--- src/rtl/bnn_vote_accumulator.sv ---
// bnn_vote_accumulator
// Collects per-neuron firing votes from the BNN layer over a window of WIN_LEN
// samples. It then finds the neuron with the most votes and presents it as one
// classification result.
//
// Ports
//   clk        rising-edge clock
//   rst_n      asynchronous active-low reset
//   start      one-cycle request to open a window (honoured only in IDLE)
//   in_valid   in_act carries a sample
//   in_act     NUM_NEURONS-bit activation vector
//   in_ready   a sample is accepted on an edge with in_valid & in_ready
//   busy       window in progress (ACCUM or ARGMAX)
//   out_valid  result available (HOLD)
//   out_ready  consumer takes the result
//   out_class  winning neuron index (lowest index wins ties)
//   out_count  vote count of the winner
//   out_tie    another neuron reached the winner's count
//
// State   | meaning
// --------+-----------------------------------------------------------
// IDLE    | waiting for start; last result stays on out_* pins
// ACCUM   | accepting samples, one vote per set bit per neuron
// ARGMAX  | scanning the counters, one neuron per cycle
// HOLD    | result presented, waiting for out_ready
module bnn_vote_accumulator #(
  parameter int NUM_NEURONS = 4,
  parameter int CLS_W       = 2,
  parameter int CNT_W       = 4,
  parameter int WIN_LEN     = 8
) (
  input  logic                   clk,
  input  logic                   rst_n,
  input  logic                   start,
  input  logic                   in_valid,
  input  logic [NUM_NEURONS-1:0] in_act,
  output logic                   in_ready,
  output logic                   busy,
  output logic                   out_valid,
  input  logic                   out_ready,
  output logic [CLS_W-1:0]       out_class,
  output logic [CNT_W-1:0]       out_count,
  output logic                   out_tie
);

  localparam logic [1:0] IDLE   = 2'd0;
  localparam logic [1:0] ACCUM  = 2'd1;
  localparam logic [1:0] ARGMAX = 2'd2;
  localparam logic [1:0] HOLD   = 2'd3;

  localparam logic [CNT_W-1:0] CNT_MAX  = {CNT_W{1'b1}};
  localparam logic [CNT_W-1:0] LAST_SMP = CNT_W'(WIN_LEN - 1);
  localparam logic [CLS_W-1:0] LAST_IDX = CLS_W'(NUM_NEURONS - 1);

  logic [1:0]       state;
  logic [CNT_W-1:0] vote_cnt [NUM_NEURONS];
  logic [CNT_W-1:0] sample_cnt;
  logic [CLS_W-1:0] scan_k;
  logic [CNT_W-1:0] best;
  logic [CLS_W-1:0] best_idx;
  logic             best_tie;

  logic [CNT_W-1:0] cand;
  logic [CNT_W-1:0] next_best;
  logic [CLS_W-1:0] next_idx;
  logic             next_tie;

  assign in_ready  = (state == ACCUM);
  assign busy      = (state == ACCUM) || (state == ARGMAX);
  assign out_valid = (state == HOLD);

  // One comparison step of the scan. A strictly greater count is needed to
  // take over, so the lowest index keeps the win on equal counts.
  always_comb begin
    cand      = vote_cnt[scan_k];
    next_best = best;
    next_idx  = best_idx;
    next_tie  = best_tie;
    if (cand > best) begin
      next_best = cand;
      next_idx  = scan_k;
      next_tie  = 1'b0;
    end else if (cand == best) begin
      next_tie = 1'b1;
    end
  end

  always_ff @(posedge clk or negedge rst_n) begin
    if (!rst_n) begin
      state      <= IDLE;
      sample_cnt <= '0;
      scan_k     <= '0;
      best       <= '0;
      best_idx   <= '0;
      best_tie   <= 1'b0;
      out_class  <= '0;
      out_count  <= '0;
      out_tie    <= 1'b0;
      for (int i = 0; i < NUM_NEURONS; i++) vote_cnt[i] <= '0;
    end else begin
      case (state)
        IDLE: begin
          if (start) begin
            state      <= ACCUM;
            sample_cnt <= '0;
            for (int i = 0; i < NUM_NEURONS; i++) vote_cnt[i] <= '0;
          end
        end
        ACCUM: begin
          if (in_valid) begin
            for (int i = 0; i < NUM_NEURONS; i++) begin
              if (vote_cnt[i] != CNT_MAX)
                vote_cnt[i] <= vote_cnt[i] + CNT_W'(in_act[i]);
            end
            if (sample_cnt != CNT_MAX) sample_cnt <= sample_cnt + 1'b1;
            if (sample_cnt == LAST_SMP) begin
              state  <= ARGMAX;
              scan_k <= '0;
            end
          end
        end
        ARGMAX: begin
          // Index 0 seeds the running best. The result therefore lands
          // NUM_NEURONS edges after the last accepted sample.
          if (scan_k == '0) begin
            best     <= vote_cnt[0];
            best_idx <= '0;
            best_tie <= 1'b0;
            scan_k   <= CLS_W'(1);
          end else begin
            best     <= next_best;
            best_idx <= next_idx;
            best_tie <= next_tie;
            if (scan_k == LAST_IDX) begin
              state     <= HOLD;
              out_class <= next_idx;
              out_count <= next_best;
              out_tie   <= next_tie;
            end else begin
              scan_k <= scan_k + 1'b1;
            end
          end
        end
        HOLD: begin
          if (out_ready) state <= IDLE;
        end
        default: state <= IDLE;
      endcase
    end
  end

endmodule

--- config.mk ---
export PLATFORM = sky130hd
export DESIGN_NAME = bnn_vote_accumulator
export DESIGN_NICKNAME = d
export VERILOG_FILES = /design/src/rtl/bnn_vote_accumulator.sv
export SDC_FILE = /design/constraint.sdc
export NUM_CORES = 1
export LEC_CHECK = 0
export CAP_MARGIN = 40
export CORE_MARGIN = 2
export CORE_UTILIZATION = 50
export CTS_CLUSTER_SIZE = 24
export DETAILED_ROUTE_END_ITERATION = 8
export MAX_ROUTING_LAYER = met4
export PLACE_DENSITY = 0.81
export SLEW_MARGIN = 0
export SYNTH_ARGS = -nofsm -noshare
export SYNTH_HDL_FRONTEND = slang
export SYNTH_SLANG_ARGS = --single-unit
--- constraint.sdc ---
create_clock -name clk -period 6.2 [get_ports clk]
set_clock_uncertainty 0.15 [all_clocks]
set_input_delay 0.93 -clock clk [delete_from_list [all_inputs] [get_ports clk]]
set_output_delay 0.93 -clock clk [all_outputs]
set_load 0.01 [all_outputs]
Yosys cells after proc, flatten, opt, wreduce, memory -nomap -nowiden
Index checks and enable logic that the tools add are counted.

storage, ports and cells
  register bits after elaboration = 38
  bits of input ports = 9
  output and inout port bits = 10
  word-level logic and storage cells = 92

operators by class
  add/subtract/negate cells = 6
  $lt $le $gt $ge = 2
  equality and inequality tests = 23
  muxes and demuxes = 33
  bitwise logic cells = 2
  reductions and logical operators = 13

operators with widths
  cell                                                                      number
  4-bit 2-to-1 mux                                                          11
  16-bit 2-to-1 mux                                                         2
  16-bit case mux with 2 select lines                                       1
  2-bit 2-to-1 mux                                                          12
  4-bit AND reduction                                                       6
  4-bit inequality test (second input constant)                             5
  4-bit by 1-bit adder with 4-bit output                                    4
  2-bit by 1-bit inequality test with 1-bit output (second input constant)  8
  4-bit binary-select mux with 2-bit select                                 1
  2-bit case mux with 4 select lines                                        1
  4-bit case mux with 2 select lines                                        1
  2-bit == test (second input constant)                                     3
  2-bit inequality test (second input constant)                             3
  6-bit AND reduction                                                       1
  4-bit by 1-bit adder with 4-bit output (second input constant)            1
  4-bit by 3-bit == test with 1-bit output (second input constant)          1
  4-bit == test                                                             1
  4-bit greater-than comparator                                             1
  2-bit zero test                                                           2
  2-bit case mux with 2 select lines                                        1
  2-bit nonzero test                                                        2
  3-bit greater-or-equal comparator (second input constant)                 1
  1-bit 2-to-1 mux                                                          3
  3-bit inequality test (second input constant)                             1
  6 further kinds                                                           6

Logic depth before layout (Yosys ltp)
  word-level depth = 8
  mapped depth = 9
  gate-level depth less buffers = 8

Least setup slack after synthesis
Ideal clock, no wire load.

  kind = register to register
  from = reg scan_k[1]
  to = reg best[1]
  setup time = 0.126 ns
  arrival time = 2.364 ns
  data required time = 5.924 ns
  setup slack = 3.560 ns
  stages on the path, launching flop included = 9
  clock period less this slack = 2.640 ns
  path through = dfrtp_1 > buf_2 > mux4_2 > ha_1 > nor2b_1 > o211ai_1 > a21oi_2 > and3_1 > a311o_1

on the way
  cells in the longest elaborated chain, start to end = 7
  elaborated cells between the ends (all ways) = 8

RTL lines
  element                                               line  RTL
  start, declared                                       58    logic [CLS_W-1:0] scan_k;
  start signal, assigned                                140   scan_k <= scan_k + 1'b1;
  2-bit NOT with 3-bit output (not written as such)     75    cand = vote_cnt[scan_k];
  4-bit binary-select mux with 2-bit select             75
  4-bit 2-to-1 mux (not written as such) (2 in series)  75
  4-bit greater-than comparator                         79    if (cand > best) begin
  4-bit 2-to-1 mux                                      79
  4-bit 2-to-1 mux *                                    125   if (scan_k == '0) begin
  end signal, assigned                                  126   best <= vote_cnt[0];
  end signal, assigned                                  131   best <= next_best;
  end, declared                                         59    logic [CNT_W-1:0] best;

Mark *: on every way between the ends. The rest lies on a longest branch, timed or not. The select of a mux whose other input is x is not followed.
A chain may end at the register's enable or synchronous reset.

Worst setup path after layout
  from = reg state[1]
  to = out in_ready

on the way
  cells in the longest elaborated chain, start to end = 1

RTL lines
  element                                   line  RTL
  start, declared                           55    logic [1:0] state;
  start signal, assigned                    90    state <= IDLE;
  start signal, assigned                    104   state <= ACCUM;
  start signal, assigned                    117   state <= ARGMAX;
  2-bit by 1-bit == test with 1-bit output  68    assign in_ready = (state == ACCUM);
  end, declared                             37    output logic in_ready,

Every way passes these cells.

==> reports/metrics.cfg <==
[status]
status = finished clean

[floorplan]
core.rowCount = 24
coreArea_um2 = 4350
fp.dieArea_um2 = 5080
die_w_um = 71.2
initial_core_util_pct = 51.9
ios = 19
die_h_um = 71.2

[route]
routed_via_density = 5.69
first_pass_iters = 4
antenna_left = 0
routed_wl_um = 4280
dr_total_vias = 1657
routedWlPerCell_um = 14.7
post-route-drc-count = 0
drt_iter0_markers = 71

[grt]
grt_pass1_vias = 1663
overflow = 0
grt_pass1_wl_um = 7380
grt.total_usage_pct = 19.3
antenna_found_initial = 0
grt_max_degree = 29

[worst_setup_path]
crit_fanout = 20
crit_required_ps = 5120
path_class = reg -> out
cp-end-kind = primary output
startpoint_type = register
cp_data_arrival_time_ps = 2210

[min_path]
hold_path.class = reg -> reg

[sta]
finalCritPeriodShare_pct = 53.1
holdWs_ps = 326
setup_tns_ps = 0
max_freq_mhz = 304
setup_viol = 0
period_needed_ps = 3290
slew_headroom_pct = 44.9
finalHoldViolations = 0
setup_slack_ps = 2910
worstMarginPinSlew_ps = 827
rsz0062_at_grt = false
drv_slew = 0

[logic_synthesis]
syn-cell-area_um2 = 2260
ys_warn_count = 0
synth.distinct_cells = 36
yosysSeqAreaShare_pct = 42.1
muxShareOfSynthArea_pct = 9.52
netlist_instances = 221
ys_ff_latch = 38
syn_avg_cell_area_um2 = 10.2
synth_fp_nets = 250
synth_xor_area_share_pct = 3.10
synth_compound_area_share_pct = 14.1
synth_top_family_by_area = simple AND/OR/NAND/NOR gates
yosys.area_share.simple_pct = 15.7
synthAdderAreaFrac_pct = 11.1

[cells_and_area]
fin_nets = 269
diodes = 0
final_cell_area_um2 = 2570
drive_above_1_share_pct = 9.21
syn_to_final_growth_pct = 13.7

[clocking]
clk_latency_ps = 290
hold_buffers = 0
clk_pin_slew_ps = 70
clockRootBuffer = clkbuf_8
ctsResizeCount = 0
cts_tree = built
clkSinkCount = 38
cts_setup_buffers = 0
h-tree-depth = 2
clk_path_buf_depth = 2
cts_buffers = 5

[pwr]
power.switching_mw = 0.536
power_density_nw_per_um2 = 475
p_clk_share_pct = 13.8
swShare_pct = 43.9
ir_drop_mv = 0.350
p_seq_share_pct = 31.6
leakage_nw = 1.17
intPower_mw = 0.684
comb_power_share_pct = 54.5

[placement]
place_hpwl_um = 3220
placed_area_um2 = 2490
gp_congestion = 0.813
place_ws_ps = 3220
portBuffers = 18

[job]
maxCapViolations = 0

## worst max-delay path, cell delays in order (launching register included)
cell and delay (ps):
dfrtp_1 420, inv_1 120, ha_1 710, clkdlybuf4s50_1 680
## worst paths after layout
| path | endpoint | slack (ps) | depth (start not counted) | start |
|---|---|---|---|---|
| worst max-delay path | in_ready | 2910 | 3 | state[1] |
| worst min-delay path | out_class[1] | 330 | 2 | out_class[1] |
| worst max register to register | best[2] | 3280 | 7 | scan_k[1] |
| worst min register to register | out_class[1] | 330 | 2 | out_class[1] |
| max in group asynchronous | vote_cnt[8] | 5120 | 2 | rst_n |
| min in group asynchronous | out_count[3] | 350 | 1 | rst_n |
## registers in the layout (all words and copies together) (netlist names)
signal,flops
best,4
best_idx,2
best_tie,1
out_class,2
out_count,4
out_tie,1
sample_cnt,4
scan_k,2
state,2
vote_cnt,16
## power by group through the flow
stage | registers, mW | clock network (mW) | logic, mW
2_1_floorplan | 0.367 | 0 | 0.522
6_report | 0.386 | 0.169 | 0.665
3_5_place_dp | 0.391 | 0 | 0.664
4_1_cts | 0.386 | 0.174 | 0.668
5_1_grt | 0.397 | 0.182 | 0.748
3_3_place_gp | 0.388 | 0 | 0.645
## layout make-up
class,count,area [um^2]
clock buffers,6,82.6
well taps,52,65.1
fillers,368,1780
repair buffers,20,203
multi-input cells,159,1210
inverters,16,60.1
flip-flops and latches,38,951
## synth_stat cells
master / number / share of area (%)
a211oi_2: 4 / 2.2
a21o_1: 2 / 0.66
a21oi_1: 8 / 1.8
a21oi_2: 1 / 0.39
a221oi_1: 1 / 0.39
a311o_1: 3 / 1.3
a31oi_1: 2 / 0.55
a32oi_1: 2 / 0.77
and3_1: 6 / 1.7
and4_1: 5 / 1.9
buf_2: 3 / 0.66
buf_6: 1 / 0.50
clkbuf_1: 4 / 0.66
dfrtp_1: 38 / 42
ha_1: 20 / 11
inv_1: 16 / 2.7
mux2_1: 2 / 1.0
mux2i_1: 8 / 3.5
mux2i_4: 1 / 1.0
mux4_2: 4 / 4.0
nand2_1: 25 / 4.2
nand3_1: 7 / 1.5
nand4_1: 4 / 1.1
nor2_1: 16 / 2.7
nor2_8: 1 / 0.89
nor2b_1: 3 / 0.83
nor3_1: 1 / 0.22
nor3_2: 1 / 0.44
o211ai_1: 1 / 0.33
o21ai_0: 16 / 3.5
o21ai_2: 1 / 0.39
o22ai_1: 1 / 0.28
o2bb2ai_1: 2 / 0.77
o31ai_1: 2 / 0.66
or3_1: 1 / 0.28
xor2_1: 8 / 3.1
## stage by stage
| stage | power (mW) | cells | util [%] |
|---|---|---|---|
| 5_1_grt | 1.33 | 291 | 59.0 |
| 4_1_cts | 1.23 | 291 | 59.0 |
| 2_1_floorplan | 0.889 | 221 | - |
| 3_3_place_gp | 1.03 | 283 | 56.5 |
| 6_report | 1.22 | 291 | 59.0 |
| 3_5_place_dp | 1.05 | 285 | 57.1 |
## cell usage in the layout (no fill, tap or decap), drive strengths merged
master / Yosys / layout
dfrtp: 38 / 38
nand2: 25 / 25
ha: 20 / 20
clkdlybuf4s50: 0 / 17
nor2: 17 / 17
o21ai: 17 / 17
inv: 16 / 16
a21oi: 9 / 9
mux2i: 9 / 9
xor2: 8 / 8
nand3: 7 / 7
and3: 6 / 6
clkbuf: 4 / 6
and4: 5 / 5
mux4: 4 / 4
a211oi: 4 / 4
nand4: 4 / 4
nor2b: 3 / 3
a311o: 3 / 3
buf: 4 / 3
a21o: 2 / 2
a31oi: 2 / 2
o31ai: 2 / 2
mux2: 2 / 2
a32oi: 2 / 2
o2bb2ai: 2 / 2
nor3: 2 / 2
o211ai: 1 / 1
a221oi: 1 / 1
or3: 1 / 1
o22ai: 1 / 1
## cells by family after synthesis
family / Yosys count
xor gates and xnor gates: 8
AOI/OAI and AO/OA: 46
and+or+nand+nor: 70
DFF: 38
muxes: 15
adders and majority gates: 20
buffers and inverters: 24
## metal layers
metal,GRT usage (%),share of wire [%],routed length [um],vias to the layer above
li1,-,-,-,829
met1,23.3,45,1930,783
met2,31.5,49,2110,38
met3,3.38,3.8,161,7
met4,8.81,1.8,75,0
met5,-,0,0,-
Note: power is estimated with default switching activity, not from simulation.
